### src/rtl/mips_fetch_unit.sv
// Instruction fetch front end: sequential fetch over req/ack, prefetch queue, redirect flush.
// Optional starvation counter enabled by defining FETCH_STALL_CNT_EN.
module mips_fetch_unit #(
  parameter logic [31:0] RESET_PC = 32'h0000_0000,
  parameter int unsigned QDEPTH   = 2
) (
  input  logic        ClkIn,
  input  logic        Rst,
  output logic        ImemReq,
  output logic [31:0] ImemAddr,
  input  logic        ImemAck,
  input  logic [31:0] ImemData,
  output logic        InstValid,
  input  logic        InstReady,
  output logic [31:0] Instruction,
  output logic [31:0] PC,
  input  logic        Redirect,
  input  logic [29:0] PCBranch,
  output logic [31:0] StallCount
);

  localparam int unsigned PW = (QDEPTH > 1) ? $clog2(QDEPTH) : 1;
  localparam int unsigned CW = $clog2(QDEPTH + 1);
  localparam logic [CW-1:0] QFULL = CW'(QDEPTH);

  logic [31:0]   q_pc    [QDEPTH];
  logic [31:0]   q_instr [QDEPTH];
  logic [PW-1:0] head;
  logic [PW-1:0] tail;
  logic [CW-1:0] count;
  logic [31:0]   fetch_pc;
  logic [31:0]   req_addr;
  logic          outstanding;
  logic          squash;

  logic issue;
  logic ack_fire;
  logic push;
  logic pop;

  always_comb begin
    issue    = Rst & (outstanding | (count < QFULL));
    ack_fire = issue & ImemAck;
    push     = ack_fire & ~squash & ~Redirect;
    pop      = (count != '0) & InstReady & ~Redirect;
  end

  // A squashed request keeps presenting its original address even though
  // fetch_pc already holds the redirect target.
  assign ImemReq     = issue;
  assign ImemAddr    = outstanding ? req_addr : fetch_pc;
  assign InstValid   = (count != '0);
  assign PC          = q_pc[head];
  assign Instruction = q_instr[head];

  always_ff @(posedge ClkIn or negedge Rst) begin
    if (!Rst) begin
      fetch_pc    <= RESET_PC;
      req_addr    <= RESET_PC;
      outstanding <= 1'b0;
      squash      <= 1'b0;
      head        <= '0;
      tail        <= '0;
      count       <= '0;
      for (int unsigned i = 0; i < QDEPTH; i++) begin
        q_pc[i]    <= '0;
        q_instr[i] <= '0;
      end
    end else begin
      outstanding <= issue & ~ImemAck;
      if (!outstanding) begin
        req_addr <= fetch_pc;
      end
      if (Redirect) begin
        fetch_pc <= {PCBranch, 2'b00};
        squash   <= issue & ~ImemAck;
        head     <= '0;
        tail     <= '0;
        count    <= '0;
      end else begin
        if (ack_fire) begin
          squash <= 1'b0;
        end
        if (push) begin
          q_pc[tail]    <= fetch_pc;
          q_instr[tail] <= ImemData;
          tail          <= tail + PW'(1);
          fetch_pc      <= fetch_pc + 32'd4;
        end
        if (pop) begin
          head <= head + PW'(1);
        end
        if (push && !pop) begin
          count <= count + CW'(1);
        end else if (pop && !push) begin
          count <= count - CW'(1);
        end
      end
    end
  end

`ifdef FETCH_STALL_CNT_EN
  logic [31:0] stall_cnt;

  always_ff @(posedge ClkIn or negedge Rst) begin
    if (!Rst) begin
      stall_cnt <= '0;
    end else if ((count == '0) && (stall_cnt != '1)) begin
      stall_cnt <= stall_cnt + 32'd1;
    end
  end

  assign StallCount = stall_cnt;
`else
  assign StallCount = '0;
`endif

endmodule

### config.mk
export PLATFORM = sky130hd
export DESIGN_NAME = mips_fetch_unit
export DESIGN_NICKNAME = d
export VERILOG_FILES = /design/src/rtl/mips_fetch_unit.sv
export SDC_FILE = /design/constraint.sdc
export NUM_CORES = 1
export LEC_CHECK = 0
export BUFFER_PORTS_ARGS = -buffer_cell sky130_fd_sc_hd__buf_2
export CAP_MARGIN = 10
export CELL_PAD_IN_SITES_DETAIL_PLACEMENT = 0
export CELL_PAD_IN_SITES_GLOBAL_PLACEMENT = 1
export CORE_AREA = 5 5 159 161
export DETAILED_ROUTE_END_ITERATION = 8
export DIE_AREA = 0 0 164 166
export GPL_ROUTABILITY_DRIVEN = 0
export PLACE_DENSITY_LB_ADDON = 0.1
export SYNTH_ARGS = -nofsm -noshare
export SYNTH_HDL_FRONTEND = slang
export SYNTH_SLANG_ARGS = --single-unit
### constraint.sdc
create_clock -name ClkIn -period 1.8 [get_ports ClkIn]
set_clock_uncertainty 0.05 [all_clocks]
set_input_delay 0.18 -clock ClkIn [delete_from_list [all_inputs] [get_ports ClkIn]]
set_output_delay 0.18 -clock ClkIn [all_outputs]
set_load 0.02 [all_outputs]
# == Word-level counts from Yosys, hierarchy flattened ==
# Cells that the tools add are included.
# totals
out_inout_bits,130
reg_bits,198
# op_classes
magnitude_cmp,4
n_bitwise,13
add_sub_neg,5
reduce_logical,11
n_mux,22
# ops
op,count
32-bit two-way mux,10
64-bit bitwise mux,2
32-bit by 3-bit adder with 32-bit output (second input constant),1
32-bit demux with 1-bit select,1
2-bit nonzero test,4
1-bit bitwise AND,7
1-bit two-way mux,6
2-bit two-way mux,3
2-bit >= comparator (second input constant),2
1-bit NOT with 2-bit output,2
1-bit logical AND,3
1-bit NOT,3
3-bit nonzero test,1
1-bit adder (second input constant),2
2-bit by 1-bit adder with 2-bit output (second input constant),1
1-bit zero test,2
2-bit by 1-bit less-than comparator with 1-bit output (second input constant),1
2-bit less-than comparator (second input constant),1
2-bit AND reduction,1
2-bit by 1-bit subtractor with 2-bit output (second input constant),1
1-bit OR,1

# == Longest topological paths before layout ==
# Gate-level depths: netlist of run 1.
# depth
ltp_word,11
mapped_depth,8
mapped_depth_nobuf,5

# == Least setup slack after synthesis of run 1 ==
# Ideal clock, no wire load.
# synth_path
path_type,register to register
startpoint,register outstanding
endpoint,register q_instr[33] (netlist bit)
stages_incl_launch_ff,7
path_slack_ns,-0.127
arrival_ns,1.752
path_cell_list,dfrtp_1 buf_2 nand2b_1 nand3_1 nor3_2 buf_4 mux2_2
# synth_between
elab_chain_cells,6
# synth_lines
element,line_no,text
start: declaration,33,logic outstanding;
start signal: assignment,70,outstanding <= issue & ~ImemAck;
1-bit OR,42,issue = Rst & (outstanding | (count < QFULL));
1-bit bitwise AND,42,
1-bit bitwise AND,43,ack_fire = issue & ImemAck;
1-bit bitwise AND (2 in a row),44,push = ack_fire & ~squash & ~Redirect;
2-bit AND reduction (no source line),-,
end signal: indexed assignment,86,q_instr[tail] <= ImemData;
end: declaration,27,logic [31:0] q_instr [QDEPTH];
# No other way between the ends.
# A chain may end at the register's enable or synchronous reset.

# == Worst setup path after layout of run 1 ==
# layout_path
startpoint,register head
endpoint,output PC[12]
# layout_between
elab_chain_cells,4
# layout_lines
element,line_no,text
start: declaration,28,logic [PW-1:0] head;
start signal: assignment,91,head <= head + PW'(1);
1-bit NOT with 2-bit output (implied by the code),53,assign PC = q_pc[head];
32-bit two-way mux (implied by the code) (3 in a row),53,
end: declaration,16,"output logic [31:0] PC,"
# No other way between the ends. The select of a mux whose other input is x is not followed.

==> run summary, run 1 <==
For the worst setup path, the data required time is 1.57 ns. The final total power is 14.3 mW. In this run the deepest clock path goes through 2 buffers. Measured along the y axis, the die boundary spans 166 um. Counting the fill cells in the layout gives 2044. The clock tree from TritonCTS is done. The total number of yosys warnings is 0.

The die span in x came out at 164 um. The initial antenna violation count came out at 1. The combined area of the multi-input logic cells came out at 0.00448 mm2. The share of synthesized flip-flops with an asynchronous set or reset came out at 1.00. The final count of pins violating max slew came out at 0. Dividing the detail-routed wire length by the instance count gives 21.3 um. Synthesis handed over a netlist of 739 instances. The kind of path behind the tightest hold check is input port to flop. The share of post-route cells with drive strength above 1 is 0.516.

After layout, the worst setup slack is -0.123 ns. The wire-length estimate of the detail-placed layout is 16500 um. Entering global routing, the biggest net connects 133 pins.

The clock share of power came out at 0.274. After global routing the overflow that remains totals 0. For this configuration, the core starts out at a cell density of 0.381.

The termination of the worst setup path is PC[12]. The aggregate routed wire length is 29100 um. The area of all placed cells without fillers is 0.0136 mm2.

The number of core rows came out at 57. The per-instance average area after synthesis came out at 12.3 um2. The total number of H-tree levels is 4. The critical path launch point type is a flop. Setup repair after global routing could not meet its margin everywhere. Tracing the worst setup path back leads to its startpoint at head. After synthesis, the cell types taking the most area are dfrtp_1 (53%), mux2_2 (25%), buf_4 (3.3%). The number of buffers added by the clock tree synthesis step came out at 17. The area enclosed by the die boundary came out at 0.0272 mm2. The routed via count divided by cell count is 5.14. Summed over all nets, the switching power comes to 4.47 mW. The count of vias placed by the detailed router is 7044. The area share of the largest cell type after synthesis came out at 0.529. The number of hold violations in the final report is 0. The number of cells on the worst reg-to-reg path came out at 6. Summing all placed instances gives a cell area of 0.0106 mm2. The shortest clock period the worst path allows after layout came out at 1.92 ns. The worst-case headroom to the max-slew limit is 0.503.

The detailed router finished its first iteration with 416 violations. The setup slack after placement is -0.0590 ns. The final reports fail on negative setup slack. At the end of the flow, the number of nets in the layout was 1101. Summed over all cells, the static leakage comes to 6.34 nW.

The cell depth of the worst hold path is 4. The flop-to-flop setup slack came out at -0.11 ns. The number of distinct library cell variants in the gate-level netlist after synthesis is 52. Among all flip-flop cells after synthesis, the most frequent one is dfrtp_1. In this run the clock root is driven by a clkbuf_16. Leaving out fill and tap cells, the most frequent cell in the layout is dfrtp_1. The flow ran to the end, but the final reports show violations.

The sequential share of power is 0.399. At the worst endpoint, the arrival time is 1.69 ns. The number of failing setup endpoints in the final timing report came out at 197. The power per cell area came out at 1050 mW/mm2. Across every metal layer, demand over resource in global routing totals 0.191. The global-route wire length before repair is 40700 um. The sequential cells in the finished layout cover a total of 0.00481 mm2. The worst setup path is captured at an output pin. The growth of design area from synthesis to finish came out at 49.3%.

The number of iterations in the first detailed-routing pass came out at 5. The DRC violations left is 0. The number of global-route vias before repair is 7334. The sequential cell area fraction in the yosys report came out at 0.529. In this run the critical register-to-register path is captured at q_instr[11]. The tool flagged a number of max-cap violations equal to 0. The synthesized design contains 0 enable-type register cells. The net switching share of the total power came out at 0.313. The library cells used most frequently in the layout, excluding fill and tap cells, are dfrtp_1 (190), mux2_4 (116), buf_2 (96). The setup path with the least slack is of type flop to output pin. The worst register-to-register path begins at outstanding. After floorplanning, the core was sized to cover 0.0238 mm2. Across the VDD grid, the largest voltage drop is 0.608 mV. The combinational group share of total power came out at 0.328.

The number of buffer cells added on primary ports came out at 162. In the final timing run, aggregate negative setup slack is -12.82 ns. The register clock-pin slew on the reported worst setup and hold paths came out at 0.08 ns.

The maximum clock frequency came out at 520 MHz. For this design the top-level I/O count stands at 197. The highest fanout seen on the critical path is 10. Synthesis inferred 192 register bits. The netlist area before placement came out at 0.00908 mm2. The ratio of final minimum period to clock period is 1.07.

The clock sink count is 192. The slew at the pin closest to its max-slew limit came out at 0.746 ns. The internal portion of the total power is 9.83 mW. The post-detailed-route count of antenna-violating nets came out at 0. Measured on the finished design, the core utilization comes to 0.570. Summed over all instances, the cell type with the most area after synthesis is dfrtp_1.

Clock latency on the worst-skew pair, taken at its later pin, is 0.44 ns.
sequential cells by signal, summed over array words and instances (netlist names):
name and flops:
count 2, fetch_pc 30, head 1, outstanding 1
q_instr 64, q_pc 60, req_addr 32, squash 1
tail 1
how the worst min path moves through the flow:
stage                              to  startpoint
after global routing         count[1]   InstReady
final                        count[1]   InstReady
after global placement    fetch_pc[9]         Rst
after CTS                    count[1]   InstReady
after floorplan              count[0]         Rst
after detailed placement  fetch_pc[9]         Rst
stage by stage:
stage,hold WS (ns),cells
4_1_cts,0.0496,1348
3_5_place_dp,0.136,1237
3_3_place_gp,0.126,1237
2_1_floorplan,-0.166,772
6_report,0.0717,1371
5_1_grt,0.0890,1371
what timing repair did:
| action | 4_1_cts | 5_1_grt |
|---|---|---|
| gates cloned | 7 | 15 |
| resized for setup | 122 | 205 |
| setup buffers | 7 | 7 |
| pin swaps | 4 | 15 |
| hold endpoints to repair | 156 | 0 |
| setup endpoints to repair | 159 | 206 |
| hold buffers | 67 | 0 |
routing by layer:
layer  vias to the layer above  GRT usage  wire length [um]
li1                       3184          -                 -
met1                      3636      0.261             13200
met2                       205      0.319             14300
met3                        19     0.0345              1330
met4                         0     0.0434               305
met5                         -          0                 0
cells in the mapped netlist, types with 13 or more instances:
cell type,instances
nand3_1,27
o21ai_0,20
nand2_1,37
mux2_2,202
dfrtp_1,192
buf_2,15
nand4_1,23
nor2_1,27
buf_4,40
clkbuf_1,20
inv_1,13
cell type report:
class                           count  share of cell area
Sequential cell                   192               0.354
Tap cell                          324              0.0299
Timing Repair Buffer              328               0.237
Inverter                           14             0.00406
Multi-Input combinational cell    480               0.330
Antenna cell                        1            0.000184
Clock buffer                       18              0.0324
Clock inverter                     14              0.0125
power by group through the flow:
stage	Combinational (mW)	Clock (mW)	Sequential, mW
floorplan	2.41	0	5.58
global placement	3.39	0	5.65
detailed placement	3.47	0	5.72
CTS	4.00	4.01	5.65
global route	4.97	4.17	5.79
finish	4.69	3.91	5.70
critical path: stages (launching register included):
cell and delay, ns:
dfrtp_2 0.40, buf_12 0.17, buf_12 0.17, mux2_2 0.35, buf_4 0.16
cell families (layout without fill, tap and decap cells):
kind of cell    count (synthesis)  in the layout  share of synthesized area
other cells                     1             35                   0.000413
buf+inv                       100            374                     0.0602
fa+ha+maj                       1              1                    0.00138
mux                           206            206                      0.255
xor+xnor                        6              6                    0.00579
flops                         192            192                      0.529
compound gates                 65             65                     0.0497
simple gates                  168            168                     0.0985
No activity file was read; power rests on OpenSTA's default activity.
==> run 2: changes to the inputs <==
Settings changed: CORE_AREA 5 5 159 161 to 5 5 205 207, CTS_BUF_LIST from default to sky130_fd_sc_hd__clkbuf_4, DIE_AREA 0 0 164 166 to 0 0 210 212, SKIP_LAST_GASP from default to 1.
==> run 2 against run 1 <==
Effect of this change:
- the run still ends with negative setup slack left
- design area up 6.4%
- register-to-register slack worse by 0.14 ns
- final cell count up 19%
- sequential power about the same
- clock-buffer cell count unchanged
- non-clock buffer count up 46
- fmax down 10%
- die area up 64%
- sequential cell count unchanged
- hold slack better by 0.10 ns
- largest power group unchanged
==> run summary, run 2 (same netlist as run 1, synthesis figures left out) <==
The run finished, with violations left. The final reports fail on negative setup slack. The ratio of final minimum period to clock period came out at 1.19.

The flip-flop count of the largest register after layout is 64. The library cell used most frequently in the layout, excluding fill and tap cells, is dfrtp_1. STA classifies the critical path endpoint as an output pin. The initial cell density of the core is 0.226. In the final layout, the share of cells above drive strength 1 is 0.550. The kind of path behind the tightest hold check is input port to async pin. The maximum clock frequency came out at 467 MHz. The clock sink count came out at 192. Data on the critical path is required at its endpoint by 1.57 ns. The static leakage power came out at 6.70 nW. The post-layout worst setup margin came out at -0.344 ns. In this run the critical register-to-register path is launched from outstanding.

Setup repair after global routing could not meet its margin everywhere. The power per cell area came out at 915 mW/mm2. The data arrival time of the critical path came out at 1.91 ns. After clock tree synthesis, the clock-pin slew on the worst setup and hold paths is 0.17 ns. The startpoint-to-endpoint class of the critical path is flop to output pin. STA classifies the critical path startpoint as a flop. The DRC violations left is 0. Including well taps, the total number of placed cells is 1460. In this run the register-to-register setup slack is -0.25 ns. The number of failing setup endpoints in the final timing report came out at 234. The die is 210 um wide. The global route total overflow is 0.

The number of top-level design ports is 197. The largest net degree at the start of global routing is 103. The largest registers in the layout are q_instr (64), q_pc (60), req_addr (32). The count of vias placed by the detailed router came out at 6930. The die covers 0.0445 mm2. The total routing usage reported by global routing came out at 0.137. The total number of H-tree levels is 4. The number of cells on the worst reg-to-reg path came out at 10.

The most critical setup path has its endpoint at PC[14]. The number of buffers added by the clock tree synthesis step came out at 17. The maximum buffer depth of the clock tree is 2.

The worst register-to-register path ends at q_pc[51]. The global-route wire length before repair came out at 47100 um. The slew at the pin closest to its max-slew limit is 0.880 ns. The post-detailed-route count of antenna-violating nets is 0. The worst hold margin came out at 0.175 ns. The aggregate routed wire length is 31600 um.

In this run the standard cell core region covers 0.0402 mm2. TritonCTS built the clock tree. After detailed routing, the number of vias per cell comes to 4.26. The number of design-rule violations left by the first detailed-router iteration came out at 132.

Tracing the worst setup path back leads to its startpoint at head. The final net count is 1147. In the layout the commonest cells are dfrtp_1 (190), mux2_4 (148), buf_2 (91). The initial antenna violation count came out at 1. The first detailed-routing pass ran for 4 iterations. The setup slack after placement is -0.100 ns.

The max-capacitance violation count came out at 0. The shortest clock period the worst path allows after layout is 2.14 ns. The highest fanout seen on the critical path came out at 8.

The half-perimeter wire length after placement came out at 19800 um. The clock latency on the worst-skew pair came out at 0.62 ns. The worst-case headroom to the max-slew limit came out at 0.413. The filler cell count came out at 4068.

After the flow finishes, the layout carries non-filler instances totaling 1625. From synthesis to final layout, the design area changed by 58.9%. The number of global-route vias before repair came to 7634. The number of core rows is 74. The register containing the most flip-flops in the final layout is q_instr.

After detailed routing, the average wire length per cell comes to 19.5 um. In this run the vertical extent of the chip is 212 um. Summed over all failing endpoints, the final setup total negative slack is -44.19 ns. The final count of pins violating max slew came out at 0. The cell sitting at the root of the clock tree is a clkbuf_4.

The number of hold violations in the final report is 0. The number of buffer cells added on primary ports is 162. IR analysis of the VDD net gives a maximum drop of 0.393 mV.
[run 2: critical path, cell delays in order (launching register included)]
cell and delay, ns:
dfrtp_4 0.54, buf_6 0.15, buf_12 0.14, mux2_4 0.32
buf_6 0.14
[run 2: metrics by stage]
stage               power, mW  cell area (um2)   util
CTS                      13.1            13800  0.344
detailed placement       9.34            11100  0.276
global route             14.0            14400  0.359
finish                   13.2            14400  0.359
floorplan                7.99             9250      -
global placement         9.30            11100  0.276
[run 2: final cells by class]
cell class | instances | area (um2) | share of cell area
clock inverter | 14 | 156 | 0.0108
timing repair buffer | 374 | 3790 | 0.262
multi-input combinational | 480 | 4830 | 0.334
inverter | 14 | 55.1 | 0.00381
clock buffer | 18 | 135 | 0.00936
sequential | 192 | 4810 | 0.333
antenna | 1 | 2.50 | 0.000173
tap | 532 | 666 | 0.0461
[run 2: metal layers]
metal	part of all wire	up-vias	track usage
li1	-	3282	-
met1	0.49	3526	0.192
met2	0.48	112	0.227
met3	0.030	10	0.0266
met4	0.0054	0	0.0230
met5	0	-	0
[run 2: worst min-delay path by stage]
stage | start | endpoint
final | Rst | fetch_pc[9]
after global routing | Rst | fetch_pc[8]
after CTS | Rst | fetch_pc[9]
after detailed placement | Rst | fetch_pc[9]
after global placement | Rst | fetch_pc[9]
after floorplan | Rst | count[0]
[run 2: repair_timing]
action	4_1_cts	5_1_grt
cloned	14	5
endpoints found under the hold margin	291	0
hold buffers	69	0
pin swaps	19	27
buffers inserted	43	21
setup endpoints to repair	215	246
gates resized for setup	296	180
[run 2: report_power, final]
part           switching, mW  internal (mW)  leakage, nW
clock                   1.71          0.871        0.154
combinational           2.18           2.78         4.17
sequential             0.475           5.20         2.38
==> run 3: changes to the inputs <==
Settings changed: SKIP_CTS_REPAIR_TIMING from default to 1.
==> run 3 against run 2 <==
Effect of this change:
- global-route usage decreased by 1.4 points
- first-iteration DRC count increased by 37%
- critical path depth increased by 1
- largest cell class is now registers
- fmax decreased by 1.1%
- the run still ends with negative setup slack left
- largest power group unchanged
- clock-buffer cell count unchanged
- sequential cell count unchanged
==> run summary, run 3 (same netlist as run 1, synthesis figures left out) <==
The startpoint identified for the worst register-to-register timing path is outstanding. The final total power came out at 12.8 mW. The clock sink count came out at 192. The chip height is 212 um.

The die span in x is 210 um. Dividing the detail-routed wire length by the instance count gives 19.2 um. Of the cells placed in the final design, the portion with a size suffix greater than 1 is 0.534. The final cell count without fillers is 1606. The area of all placed cells without fillers came out at 0.0138 mm2. The number of top-level design ports came out at 197. The number of buffers added by the clock tree synthesis step is 17.

The flow ran to the end, but the final reports show violations. Summed over all layers, the global routing overflow is 0. The slew at the pin closest to its max-slew limit came out at 0.872 ns. The startpoint-to-endpoint class of the critical path is flop to output pin. The post-route core utilization is 0.344.

The max-capacitance violation count came out at 0. In the final layout, the registers with the most flip-flops are q_instr (64), q_pc (60), req_addr (32). STA classifies the critical path startpoint as a flop. CTS built an H-tree with a depth of 4. Setup repair after global routing could not meet its margin everywhere. For this block, the initial DRC count from the detailed router was 181.

In this run the register-to-register setup slack is -0.12 ns. The post-detailed-route count of antenna-violating nets came out at 0. Across every metal layer, demand over resource in global routing totals 0.123. The library cell used most frequently in the layout, excluding fill and tap cells, is dfrtp_1. The filler cell count came out at 4092. The maximum clock frequency came out at 461 MHz. The number of global-route vias before repair is 6761. The number of failing setup endpoints in the final timing report came out at 185. STA puts the critical path data required time at 1.57 ns. The final count of pins violating max slew came out at 0. The ratio of final minimum period to clock period came out at 1.20.

The initial cell density of the core is 0.226. The count of vias placed by the detailed router came out at 6871. The critical path starts at head. The aggregate routed wire length is 30800 um. The static leakage power came out at 6.44 nW. TritonCTS built the clock tree. The largest net degree at the start of global routing is 103. Of all nets on the critical path, the largest fanout is 6. The number of hold violations in the final report came out at 0. The final net count is 1127. The initial antenna violation count is 1. Leaving out fill and tap cells, the most frequent cells in the layout are dfrtp_1 (190), mux2_4 (129), buf_2 (115).

Across the VDD grid, the largest voltage drop is 0.350 mV. The routed via count divided by cell count is 4.28. Counting flops per register, the top entry is q_instr. The growth of design area from synthesis to finish came out at 52.3%. The half-perimeter wire length after placement is 19800 um. The global-route wire length before repair is 42100 um. The power per cell area came out at 928 mW/mm2. The shortest clock period the worst path allows after layout is 2.17 ns.

Clock tree synthesis selected as its root buffer the cell clkbuf_4. The DRC violations left is 0. The checks that failed: negative setup slack. Clock-pin slew was measured on the worst setup and hold paths at 0.17 ns. In the post-route analysis, the smallest setup slack over all paths is -0.367 ns. The area enclosed by the die boundary is 0.0445 mm2. The worst-case headroom to the max-slew limit came out at 0.419. The placed cell area is 0.0111 mm2. The total core area came out at 0.0402 mm2. The later pin in the worst-skew pair is clocked with a latency of 0.62 ns. The kind of path behind the tightest hold check is input port to async pin. The first detailed-routing pass ran for 4 iterations.

The number of placed instances with taps included is 1460. The worst setup path is captured at an output pin. The register with the most flip-flops in the layout has 64 of them. The setup slack after placement came out at -0.100 ns. The data arrival time of the critical path is 1.94 ns. After floorplanning, the core was divided into 74 placement rows.

The number of buffer cells added on primary ports came out at 162. The maximum buffer depth of the clock tree is 2.
run 3: cell count changes in the layout (fill, tap and decap cells not counted), sizes merged:
cell    change
buf        -30
clkbuf     +10
diode       +1
run 3: area by class of cell:
class                   count  area (um2)  share of cell area
repair buffers            354        3370               0.244
clock buffers              18         135             0.00977
multi-input cells         480        4640               0.335
flip-flops and latches    192        4810               0.348
diodes                      2        5.00            0.000362
clock inverters            14         156              0.0113
well taps                 532         666              0.0481
inverters                  14        55.1             0.00398
run 3: worst max-delay path: stages (launching register included):
cell and delay [ns]:
dfrtp_4 0.52, buf_12 0.16, buf_6 0.12, buf_6 0.10, mux2_4 0.29, buf_6 0.13
run 3: metrics by stage:
| stage | hold slack (ns) | setup TNS [ns] |
|---|---|---|
| after floorplan | -0.166 | -0.00467 |
| after global placement | 0.140 | -3.92 |
| after detailed placement | 0.147 | -4.26 |
| after CTS | -0.611 | -54.86 |
| after global routing | 0.131 | -52.01 |
| final | 0.170 | -33.81 |
run 3: report_power, final:
group          internal, mW  leakage, nW  switching (mW)  total [mW]
logic                  2.48         3.91            2.11        4.59
registers              5.20         2.38           0.466        5.66
clock network         0.871        0.154            1.71        2.58
total                  8.55         6.44            4.28        12.8
run 3: per-layer routing:
| layer | track usage | up-vias | part of all wire |
|---|---|---|---|
| li1 | - | 3235 | - |
| met1 | 0.170 | 3511 | 0.49 |
| met2 | 0.199 | 117 | 0.48 |
| met3 | 0.0304 | 8 | 0.032 |
| met4 | 0.0223 | 0 | 0.0058 |
| met5 | 0 | - | 0 |
run 3: path summary, 6_finish.rpt:
| kind | end | cells after the start |
|---|---|---|
| setup / recovery | Instruction[15] | 5 |
| hold / removal | fetch_pc[9] | 3 |
| setup reg to reg | q_pc[52] | 8 |
| hold reg to reg | req_addr[1] | 1 |
| max in group asynchronous | head | 3 |
| min in group ClkIn | fetch_pc[17] | 4 |
